$ cat src/rtl/dma_mem_scheduler.sv
// dma_mem_scheduler: weighted round-robin owner of the single external memory port.
// Latency: request seen at edge N -> grant + mem_valid in cycle N+1 -> ch_ready one cycle after mem_ready.
// Backpressure: one transaction in flight; ch_req is ignored while busy and held transactions wait for mem_ready or timeout.
//
// Ports:
//   clk, rst_n            clock, asynchronous active-low reset
//   ch_req/we/addr/wdata  per-requester level request and its packed operands (32 bits per requester)
//   cfg_weight            per-requester consecutive-grant quota (0 behaves as 1)
//   ch_grant              one-cycle pulse: request consumed
//   ch_ready/ch_err       one-cycle completion pulse, err set when the response timed out
//   ch_rdata              read data (0 for writes, DEADBEEF on timeout), valid with ch_ready
//   mem_*                 memory request side, registered and stable while busy
//   busy                  high while a transaction owns the memory port
module dma_mem_scheduler #(
  parameter int NUM_CH      = 4,
  parameter int WEIGHT_W    = 4,
  parameter int TIMEOUT_CYC = 256
) (
  input  logic                         clk,
  input  logic                         rst_n,
  input  logic [NUM_CH-1:0]            ch_req,
  input  logic [NUM_CH-1:0]            ch_we,
  input  logic [NUM_CH*32-1:0]         ch_addr,
  input  logic [NUM_CH*32-1:0]         ch_wdata,
  input  logic [NUM_CH*WEIGHT_W-1:0]   cfg_weight,
  output logic [NUM_CH-1:0]            ch_grant,
  output logic [NUM_CH-1:0]            ch_ready,
  output logic [NUM_CH-1:0]            ch_err,
  output logic [31:0]                  ch_rdata,
  output logic [31:0]                  mem_addr,
  output logic [31:0]                  mem_wdata,
  output logic                         mem_write_en,
  output logic                         mem_read_en,
  output logic                         mem_valid,
  input  logic [31:0]                  mem_rdata,
  input  logic                         mem_ready,
  output logic                         busy
);

  localparam int IDX_W = $clog2(NUM_CH);
  localparam int CNT_W = $clog2(TIMEOUT_CYC);
  localparam logic [CNT_W-1:0] CNT_LAST = CNT_W'(TIMEOUT_CYC - 1);

  typedef enum logic {S_IDLE = 1'b0, S_BUSY = 1'b1} state_t;

  state_t                r_state;
  state_t                w_state_nxt;
  logic [IDX_W-1:0]      r_last_owner;
  logic [WEIGHT_W-1:0]   r_credits;
  logic [NUM_CH-1:0]     r_owner_oh;
  logic [31:0]           r_addr;
  logic [31:0]           r_wdata;
  logic                  r_we;
  logic [CNT_W-1:0]      r_tcnt;
  logic [NUM_CH-1:0]     r_grant;
  logic [NUM_CH-1:0]     r_ready;
  logic [NUM_CH-1:0]     r_err;
  logic [31:0]           r_rdata;

  logic                  w_any_req;
  logic                  w_sticky;
  logic                  w_found;
  int                    w_scan;
  logic [IDX_W-1:0]      w_win;
  logic [NUM_CH-1:0]     w_win_oh;
  logic [WEIGHT_W-1:0]   w_win_wt;
  logic [WEIGHT_W-1:0]   w_new_credits;
  logic                  w_timeout;

  assign w_any_req = |ch_req;
  assign w_timeout = (r_tcnt == CNT_LAST);

  // Arbitration: stay with the last owner while it still has quota, otherwise
  // scan cyclically starting just after the last owner.
  always_comb begin
    w_sticky = ch_req[r_last_owner] && (r_credits != '0);
    w_found  = 1'b0;
    w_win    = r_last_owner;
    w_scan   = 0;
    for (int i = 1; i <= NUM_CH; i++) begin
      w_scan = (int'(r_last_owner) + i) % NUM_CH;
      if (!w_found && ch_req[w_scan[IDX_W-1:0]]) begin
        w_found = 1'b1;
        w_win   = w_scan[IDX_W-1:0];
      end
    end
    if (w_sticky) begin
      w_win = r_last_owner;
    end
    w_win_oh      = NUM_CH'(1) << w_win;
    w_win_wt      = cfg_weight[w_win*WEIGHT_W +: WEIGHT_W];
    // A fresh winner gets eff_weight-1 further sticky grants; weight 0 acts as 1.
    w_new_credits = (w_win_wt == '0) ? '0 : (w_win_wt - WEIGHT_W'(1));
  end

  // State register
  always_ff @(posedge clk or negedge rst_n) begin
    if (!rst_n) begin
      r_state <= S_IDLE;
    end else begin
      r_state <= w_state_nxt;
    end
  end

  // Next-state logic
  always_comb begin
    w_state_nxt = r_state;
    case (r_state)
      S_IDLE: if (w_any_req) w_state_nxt = S_BUSY;
      S_BUSY: if (mem_ready || w_timeout) w_state_nxt = S_IDLE;
      default: w_state_nxt = S_IDLE;
    endcase
  end

  // Datapath: arbitration bookkeeping, holding registers, watchdog and response pulses.
  always_ff @(posedge clk or negedge rst_n) begin
    if (!rst_n) begin
      r_last_owner <= IDX_W'(NUM_CH - 1);
      r_credits    <= '0;
      r_owner_oh   <= '0;
      r_addr       <= '0;
      r_wdata      <= '0;
      r_we         <= 1'b0;
      r_tcnt       <= '0;
      r_grant      <= '0;
      r_ready      <= '0;
      r_err        <= '0;
      r_rdata      <= '0;
    end else begin
      r_grant <= '0;
      r_ready <= '0;
      r_err   <= '0;
      r_rdata <= '0;
      if (r_state == S_IDLE) begin
        if (w_any_req) begin
          if (w_sticky) begin
            r_credits <= r_credits - WEIGHT_W'(1);
          end else begin
            r_credits    <= w_new_credits;
            r_last_owner <= w_win;
          end
          r_owner_oh <= w_win_oh;
          r_grant    <= w_win_oh;
          r_addr     <= ch_addr[w_win*32 +: 32];
          r_we       <= ch_we[w_win];
          // Reads present zero on mem_wdata, so clear the held data here.
          r_wdata    <= ch_we[w_win] ? ch_wdata[w_win*32 +: 32] : 32'h0;
          r_tcnt     <= '0;
        end
      end else begin
        if (mem_ready) begin
          r_ready <= r_owner_oh;
          r_rdata <= r_we ? 32'h0 : mem_rdata;
          r_tcnt  <= '0;
        end else if (w_timeout) begin
          r_ready <= r_owner_oh;
          r_err   <= r_owner_oh;
          r_rdata <= 32'hDEAD_BEEF;
          r_tcnt  <= '0;
        end else begin
          r_tcnt <= r_tcnt + CNT_W'(1);
        end
      end
    end
  end

  // Output logic: memory side is qualified by the state register so it drops
  // asynchronously with reset.
  always_comb begin
    busy         = (r_state == S_BUSY);
    mem_valid    = busy;
    mem_write_en = busy && r_we;
    mem_read_en  = busy && !r_we;
    mem_addr     = busy ? r_addr  : 32'h0;
    mem_wdata    = busy ? r_wdata : 32'h0;
    ch_grant     = r_grant;
    ch_ready     = r_ready;
    ch_err       = r_err;
    ch_rdata     = r_rdata;
  end

endmodule

$ cat config.mk
export PLATFORM = sky130hd
export DESIGN_NAME = dma_mem_scheduler
export DESIGN_NICKNAME = d
export VERILOG_FILES = /design/src/rtl/dma_mem_scheduler.sv
export SDC_FILE = /design/constraint.sdc
export NUM_CORES = 1
export LEC_CHECK = 0
export CAP_MARGIN = 5
export CORE_AREA = 2 2 165 167
export DETAILED_ROUTE_END_ITERATION = 8
export DIE_AREA = 0 0 167 169
export PLACE_DENSITY_LB_ADDON = 0.05
export SETUP_SLACK_MARGIN = 0.02
export SLEW_MARGIN = 20
export SYNTH_ARGS = -nofsm -noshare
export SYNTH_HDL_FRONTEND = slang
export SYNTH_SLANG_ARGS = --single-unit
$ cat constraint.sdc
create_clock -name clk -period 3.3 [get_ports clk]
set_clock_uncertainty 0.1 [all_clocks]
set_input_delay 0.33 -clock clk [delete_from_list [all_inputs] [get_ports clk]]
set_output_delay 0.33 -clock clk [all_outputs]
set_load 0.005 [all_outputs]
==> results_dict.tcl, run 1 <==
set metrics [dict create \
    cts_tree "yes" \
    grt_max_degree 54 \
    swShare_pct 40.1 \
    fin_tns_setup_ps 0 \
    finalNetCount 1596 \
    cp_common_cell "o21ai_0" \
    clock_latency_ps 410 \
    power_frac_clock_pct 18.5 \
    cp_max_fo 22 \
    cts_resized 0 \
    die_x_um 167 \
    ctsHtreeMaxLevel 4 \
    r2r-end "r_addr[29]" \
    syn_nets 1190 \
    slew_viol_final 0 \
    arrival_ps 3300 \
    synth-seq-cells 128 \
    slew_headroom_pct 32.8 \
    clkSinkCount 128 \
    slowest_delay_ps 680 \
    r2r_start "r_last_owner[1]" \
    netlist-cell-type-count 47 \
    num_io_pins 427 \
    syn_inst 873 \
    drtIter0Drc 424 \
    crit_type "reg2reg" \
    setup_viol 0 \
    comb_power_share_pct 58.5 \
    hpwl_mm 23.2 \
    hold_slack_ps 314 \
    final.min_clock_period_ps 3110 \
    diodes 0 \
    vias_per_cell 4.72 \
    core-area_um2 26500 \
    cp_slowest_cell "dfstp_2" \
    die_area_um2 28200 \
    clockRootBuffer "clkbuf_16" \
    place.gp.congestion 0.787 \
    drc 0 \
    final_common_cell "clkdlybuf4s50_1" \
    overflow 0 \
    p_int_uw 6360 \
    firstDrtPassIters 4 \
    cts.clk_slew.worst_paths_ps 70 \
    cts_buffers 17 \
    grt_pass1_vias 7728 \
    r2r_slack_ps 190 \
    maxClockFrequency_mhz 321 \
    fp.dieH_um 169 \
    p_per_area_nw_per_um2 820 \
    switchingPower_uw 4260 \
    yosysWarnings 0 \
    crit_path_start_kind "flop" \
    rsz0062_at_grt "no" \
    rows 60 \
    timing.final.hold_violations 0 \
    path_cells "mux4_2 > and2b_4 > o32a_2 > clkbuf_16 > o21ai_0 > buf_4 > o21ai_0" \
    worstMarginPinSlew_ps 1010 \
    grt_usage_pct 20.8 \
    min_path_type "in2async" \
    detail_route.wl_per_cell_um 18.7 \
    final_cell_mix "clkdlybuf4s50_1 (425), nand2_1 (276), dfrtp_1 (125)" \
    syn-cell-area_um2 7570 \
    power_frac_seq_pct 23.0 \
    avgSynthCellArea_um2 8.67 \
    drv_cap 0 \
    drive_above_1_share_pct 8.75 \
    wirelength_mm 30.5 \
    critical_path.endpoint_type "flop" \
    cellLeakagePower_uw 0.00583 \
    start_util_pct 28.6 \
    postRouteAntennaNets 0 \
    grt_pass1_wl_mm 45.0 \
    post-cts-setup-buffers 0 \
    peakVddDrop_uv 323 \
    cp.required_ps 3480 \
    grt_antenna_before_repair 2 \
    post-route-period-util_pct 94.3 \
    cts_buffer_depth 2 \
    ys_seq_area_share_pct 42.3 \
    vias 7706 \
    status "finished clean" \
    r2r.worst_path.cells 7 \
    portBuffers 426 \
    area_growth_pct 71.1 \
]
==> state kept, by name, summed over array words and instances (netlist names), 8 cells and up <==
name      cells
r_wdata      32
r_tcnt        8
r_addr       32
ch_rdata     32
==> synth_stat cells, drive strengths merged <==
cell type / n / area, um2
nand2: 276 / 1040
dfrtp: 126 / 3150
o21ai: 79 / 395
and2: 77 / 482
nand3: 71 / 355
clkbuf: 39 / 146
mux4: 34 / 766
buf: 33 / 214
a21o: 27 / 203
mux2i: 16 / 173
nor2: 16 / 60.1
a21oi: 15 / 75.1
and3: 11 / 68.8
nand2b: 9 / 56.3
inv: 5 / 18.8
nand3b: 4 / 30.0
o22ai: 4 / 25.0
nor2b: 3 / 18.8
dfstp: 2 / 52.6
ha: 2 / 25.0
mux2: 2 / 26.3
o211ai: 2 / 20.0
o31ai: 2 / 15.0
xnor2: 2 / 17.5
a22o: 1 / 8.76
a32oi: 1 / 8.76
and2b: 1 / 10.0
and3b: 1 / 8.76
nor3: 1 / 5.00
nor3b: 1 / 12.5
nor4: 1 / 6.26
o211a: 1 / 10.0
o21a: 1 / 7.51
o221ai: 1 / 8.76
o311ai: 1 / 8.76
o32a: 1 / 10.0
or2: 1 / 6.26
or3: 1 / 6.26
or4: 1 / 11.3
xor2: 1 / 8.76
==> worst max path at each step <==
stage | slack (ps) | endpoint | startpoint | depth (start not counted)
final | 190 | r_addr[29] | r_last_owner[1] | 7
after detailed placement | 110 | r_wdata[23] | ch_req[2] | 10
after CTS | 140 | r_wdata[23] | r_last_owner[1] | 9
after global routing | 30 | r_addr[29] | r_credits[0] | 12
after global placement | 140 | r_addr[29] | ch_req[2] | 12
after floorplan | 650 | r_credits[0] | r_credits[0] | 12
==> area by class of cell <==
type | instances | area [um2]
sequential | 128 | 3210
clock inverter | 15 | 189
clock buffer | 17 | 425
timing repair buffer | 459 | 4670
tap | 341 | 427
inverter | 5 | 18.8
fill | 2557 | 13600
multi-input combinational | 668 | 4010
==> power groups by stage <==
stage | registers, uW | clock network [uW] | logic [uW]
floorplan | 2320 | 0 | 3700
global placement | 2470 | 0 | 6200
detailed placement | 2480 | 0 | 6220
CTS | 2450 | 2030 | 6250
global route | 2520 | 2100 | 6810
finish | 2440 | 1970 | 6200
==> through the flow <==
step	area, um2	util (%)	setup WS, ps	std cells	power (uW)
2_1_floorplan	7570	-	655	873	6020
3_3_place_gp	12300	46.4	141	1599	8670
3_5_place_dp	12300	46.4	110	1599	8690
4_1_cts	12900	48.8	142	1632	10700
5_1_grt	12900	48.9	32.4	1633	11400
6_report	12900	48.9	187	1633	10600
==> cells by family after synthesis <==
family	synth area share, %
mux	12.7
simple gates	28.7
xor+xnor	0.347
compound gates	10.5
fa+ha+maj	0.331
flops	42.3
buf+inv	5.01
==> worst max-delay path, delay by kind of cell, from the launching register on <==
kind	cells	cell delay, ps
buffers and inverters	2	430
flip-flops	1	680
multiplexers	1	580
AND/OR/NAND/NOR	1	210
AO/OA/AOI/OAI	3	960
==> metal layers <==
layer	up-vias	part of all wire, %	global-route usage, %
met1	3599	41	24.8
met2	314	50	36.1
met5	-	0.043	0
li1	3760	-	-
met4	2	1.9	6.86
met3	31	7.2	6.03
==> repair_timing <==
action                     CTS  global route
hold buffers                 1             0
setup endpoints to repair    0             3
hold endpoints to repair    46             0
Power figures use the tool's default switching activity.
==> run 2, diff against run 1 <==
Settings changed: PLACE_DENSITY from default to 0.74, PLACE_DENSITY_LB_ADDON 0.05 to default.
==> run 2 against run 1 <==
Flip-flop and latch count did not move. Largest cell class unchanged. Non-clock buffer count fell by 3. Cell area is 0.66% lower. Via count rose by 0.61%. Critical endpoint is now r_credits[0]. Critical path depth did not move. Largest power group unchanged. Clock power down 4%. Count of clock-buffer cells in the layout increased by 1. Global-route usage decreased by 1.5 points. Sequential power is essentially flat. Sequential share of layout area rose by 0.16 points. Maximum frequency is 0.54% higher.
==> results_dict.tcl, run 2 (synthesis gave the netlist of run 1 again) <==
set metrics [dict create \
    place.gp.congestion 0.823 \
    dp_cells 1596 \
    num_io_pins 427 \
    arrival_ps 3250 \
    min_path_type "in2async" \
    grt_antenna_before_repair 1 \
    postRouteAntennaNets 0 \
    grt_pass1_wl_mm 42.3 \
    finalNonFillerCells 1631 \
    final_cell_mix "clkdlybuf4s50_1 (425), nand2_1 (276), dfrtp_1 (125)" \
    cts_buffers 17 \
    post-cts-setup-buffers 0 \
    cpLargestDelayFamily "compound AO/OA/AOI/OAI gates" \
    cts.clk_slew.worst_paths_ps 60 \
    clockRootBuffer "clkbuf_16" \
    fin_util_pct 48.5 \
    setup_viol 0 \
    rsz0062_at_grt "no" \
    clock_latency_ps 410 \
    vias 7753 \
    finalNetCount 1593 \
    final_common_cell "clkdlybuf4s50_1" \
    core-area_um2 26500 \
    p_per_area_nw_per_um2 801 \
    maxClockFrequency_mhz 323 \
    hpwl_mm 22.3 \
    drv_cap 0 \
    overflow 0 \
    worstMarginPinSlew_ps 959 \
    vias_per_cell 4.75 \
    r2r_start "r_last_owner[1]" \
    die_area_um2 28200 \
    cp.required_ps 3450 \
    grt_pass1_vias 7777 \
    die_x_um 167 \
    path_cells "mux4_2 > and2b_4 > o32a_2 > buf_4 > mux2_4 > o311ai_1 > o211ai_1" \
    crit_type "reg2reg" \
    slew_viol_final 0 \
    fillers 2478 \
    drc 0 \
    top_usage_layer "met2" \
    drtIter0Drc 410 \
    grt.met1_usage_pct 22.1 \
    cellLeakagePower_uw 0.00578 \
    cp_slowest_cell "dfstp_2" \
    area_growth_pct 69.9 \
    ctsHtreeMaxLevel 4 \
    critical_path.endpoint_type "flop" \
    slowest_delay_ps 670 \
    fp.dieH_um 169 \
    cp_num_buf_inv 1 \
    cts_tree "yes" \
    grt.met2_usage_pct 36.1 \
    portBuffers 426 \
    crit_path_start_kind "flop" \
    start_util_pct 28.6 \
    r2r.worst_path.cells 7 \
    drive_above_1_share_pct 8.77 \
    worst-path-stages 7 \
    cp_max_fo 14 \
    grt_max_degree 81 \
    rows 60 \
    detail_route.wl_per_cell_um 17.4 \
    peakVddDrop_uv 536 \
    wirelength_mm 28.3 \
    firstDrtPassIters 6 \
    post-route-period-util_pct 93.8 \
    grt_usage_pct 19.3 \
    slew_headroom_pct 35.9 \
    timing.final.hold_violations 0 \
    grtUsageMet3_pct 3.76 \
    clkSinkCount 128 \
    final.min_clock_period_ps 3100 \
    cp-startpoint "r_last_owner[1]" \
    cts_buffer_depth 2 \
    status "finished clean" \
]
-- run 2: cell count changes in the layout (fill, tap and decap cells not counted), sizes merged --
cell,delta
buf,-2
bufinv,-1
clkinv,+1
clkinvlp,+1
diode,+1
inv,-2
-- run 2: final cells by class --
class / count / area (um2) / share of cell area, %
Antenna cell: 1 / 2.50 / 0.0195
Clock buffer: 18 / 439 / 3.41
Clock inverter: 14 / 143 / 1.11
Inverter: 5 / 18.8 / 0.146
Multi-Input combinational cell: 668 / 4030 / 31.3
Sequential cell: 128 / 3210 / 24.9
Tap cell: 341 / 427 / 3.32
Timing Repair Buffer: 456 / 4600 / 35.8
-- run 2: metal layers --
metal / vias up / routed length (um)
met5: - / 0
met4: 0 / 580
li1: 3750 / -
met3: 34 / 1670
met2: 330 / 15000
met1: 3639 / 11100
-- run 2: report_power, final --
| group | internal (uW) | switching (uW) |
|---|---|---|
| combinational | 2980 | 2970 |
| clock | 1080 | 809 |
| sequential | 2100 | 357 |
| total | 6160 | 4140 |
-- run 2: timing repair --
| action | 4_1_cts | 5_1_grt |
|---|---|---|
| hold buffers | 1 | 0 |
| setup endpoints to repair | 0 | 1 |
| hold endpoints to repair | 51 | 0 |
| gates resized for setup | 0 | 3 |
-- run 2: final timing paths --
path | slack (ps) | end
min in group clk | 370 | r_wdata[2]
max reg2reg | 200 | r_credits[0]
min | 330 | ch_rdata[20]
max | 200 | r_credits[0]
min reg2reg | 370 | r_wdata[2]
max in group asynchronous | 1980 | r_last_owner[0]
-- run 2: metrics by stage --
step                setup WS (ps)  hold WS, ps  setup TNS (ps)  cell area [um2]  power [uW]
floorplan                     655        -65.6               0             7570        6020
global placement            -3.24          207           -7.46            12200        8350
detailed placement           -116          212           -2180            12200        8470
CTS                          28.8          346               0            12800       10400
global route                 26.7          349               0            12900       11100
finish                        204          331               0            12900       10300
==> run 3, diff against run 2 <==
Settings changed: CORE_AREA 2 2 165 167 to 2 2 166 168, CTS_CLUSTER_DIAMETER from default to 40, DIE_AREA 0 0 167 169 to 0 0 168 170, DONT_BUFFER_PORTS from default to 1, PLACE_DENSITY 0.74 to default, PLACE_DENSITY_LB_ADDON from default to 0.1.
==> run 3 against run 2 <==
Routed wire length shrank 9.6%. Register-to-register slack got worse by 70 ps. Die area up 1.2%. The flow now finishes with violations (negative hold slack). Count of clock-buffer cells in the layout grew 1. Sequential share of layout area is 11 points higher. Largest power group unchanged. Non-clock buffer count down 405. Critical path depth unchanged.
==> results_dict.tcl, run 3 (synthesis gave the netlist of run 1 again) <==
set metrics [dict create \
    comb_power_share_pct 51.0 \
    cp_max_fo 14 \
    timing.final.hold_violations 128 \
    postRouteAntennaNets 0 \
    p_total_uw 9380 \
    fin_tns_setup_ps 0 \
    p_int_uw 5430 \
    slowest_delay_ps 680 \
    path_cells "mux4_2 > and2b_4 > o32a_4 > buf_4 > mux2_4 > o311ai_1 > o211ai_1" \
    drtIter0Drc 360 \
    p_per_area_nw_per_um2 1060 \
    die_x_um 168 \
    post-route-period-util_pct 96.0 \
    grt_antenna_before_repair 1 \
    clock_latency_ps 420 \
    rows 60 \
    drive_above_1_share_pct 11.2 \
    num_io_pins 427 \
    ctsHtreeMaxLevel 4 \
    core-area_um2 26700 \
    critical_path.endpoint_type "flop" \
    finalNetCount 1189 \
    final_common_cell "nand2_1" \
    cts_buffers 17 \
    vias_per_cell 5.08 \
    fillers 2757 \
    slew_viol_final 0 \
    switchingPower_uw 3950 \
    overflow 0 \
    rsz0062_at_grt "yes" \
    grt_pass1_wl_mm 37.2 \
    violations "negative hold slack" \
    grt_usage_pct 17.3 \
    peakVddDrop_uv 372 \
    cp.required_ps 3470 \
    cts_tree "yes" \
    worstMarginPinSlew_ps 660 \
    swShare_pct 42.1 \
    maxClockFrequency_mhz 316 \
    r2r_slack_ps 130 \
    place.gp.congestion 0.761 \
    fp.dieH_um 170 \
    cellLeakagePower_uw 0.00428 \
    start_util_pct 28.4 \
    min_path_type "in2async" \
    vias 6233 \
    final_cell_mix "nand2_1 (276), dfrtp_1 (125), o21ai_0 (79)" \
    slew_headroom_pct 55.0 \
    hpwl_mm 18.6 \
    power_frac_clock_pct 22.9 \
    crit_type "reg2reg" \
    grt_pass1_vias 6178 \
    status "finished with violations" \
    die_area_um2 28600 \
    cp_slowest_cell "dfstp_2" \
    setup_viol 0 \
    area_growth_pct 17.4 \
    firstDrtPassIters 4 \
    clockRootBuffer "clkbuf_16" \
    cpLargestDelayFamily "compound AO/OA/AOI/OAI gates" \
    arrival_ps 3340 \
    cp_num_buf_inv 1 \
    postCtsHoldBufs 32 \
    cts.clk_slew.worst_paths_ps 60 \
    hold_slack_ps -494 \
    final.min_clock_period_ps 3170 \
    power_frac_seq_pct 26.1 \
    clkSinkCount 128 \
    detail_route.wl_per_cell_um 20.9 \
    post-cts-setup-buffers 0 \
    crit_path_start_kind "flop" \
    cts_buffer_depth 2 \
    grt_max_degree 129 \
    portBuffers 0 \
    drv_cap 0 \
    wirelength_mm 25.6 \
    drc 0 \
]
## run 3: power groups by stage
stage	registers (uW)	clock network [uW]	logic, uW
2_1_floorplan	2320	0	3700
3_3_place_gp	2480	0	4800
3_5_place_dp	2490	0	4800
4_1_cts	2460	2210	4890
5_1_grt	2530	2270	5380
6_report	2450	2150	4780
## run 3: timing repair
action                                  CTS  global route
gates resized for setup                   0             3
endpoints found under the setup margin   17            41
gates cloned                              1             0
endpoints found under the hold margin   159           128
## run 3: area by class of cell
type,instances,area (um2),share of cell area (%)
clock buffers,19,443,4.98
well taps,341,427,4.80
multi-input cells,669,4050,45.5
inverters,5,18.8,0.211
diodes,1,2.50,0.0282
clock inverters,13,223,2.51
repair buffers,51,520,5.86
flip-flops and latches,128,3210,36.1
## run 3: metrics by stage
stage          hold slack, ps  setup WS, ps  cell area, um2  utilization (%)  instances
2_1_floorplan           -65.6           655            7570                -        873
3_3_place_gp            -62.9          59.2            7860             29.5       1161
3_5_place_dp            -62.7          28.3            7860             29.5       1161
4_1_cts                  -520          14.8            8860             33.2       1226
5_1_grt                  -527          3.89            8880             33.3       1226
6_report                 -494           132            8890             33.3       1227
## run 3: worst paths after layout
path                                 start              end  cells after the start
max                        r_last_owner[1]     r_credits[0]                      7
min                                  rst_n     ch_rdata[15]                      0
max reg2reg                r_last_owner[1]     r_credits[0]                      7
min reg2reg                     r_wdata[2]       r_wdata[2]                      2
max in group asynchronous            rst_n  r_last_owner[1]                      0
min in group clk                 mem_ready     ch_rdata[30]                      2
## run 3: worst register-to-register path: cells and delay by family (launching register included)
kind	cells	cell delay, ps
buf+inv	1	210
flops	1	680
simple gates	1	220
compound gates	3	920
mux	2	900
## run 3: per-layer routing
metal	global-route usage [%]	routed length, um	vias up
met1	21.2	10400	2979
met5	0	13	-
li1	-	-	2953
met3	4.00	1680	19
met4	4.39	340	2
met2	30.6	13200	280
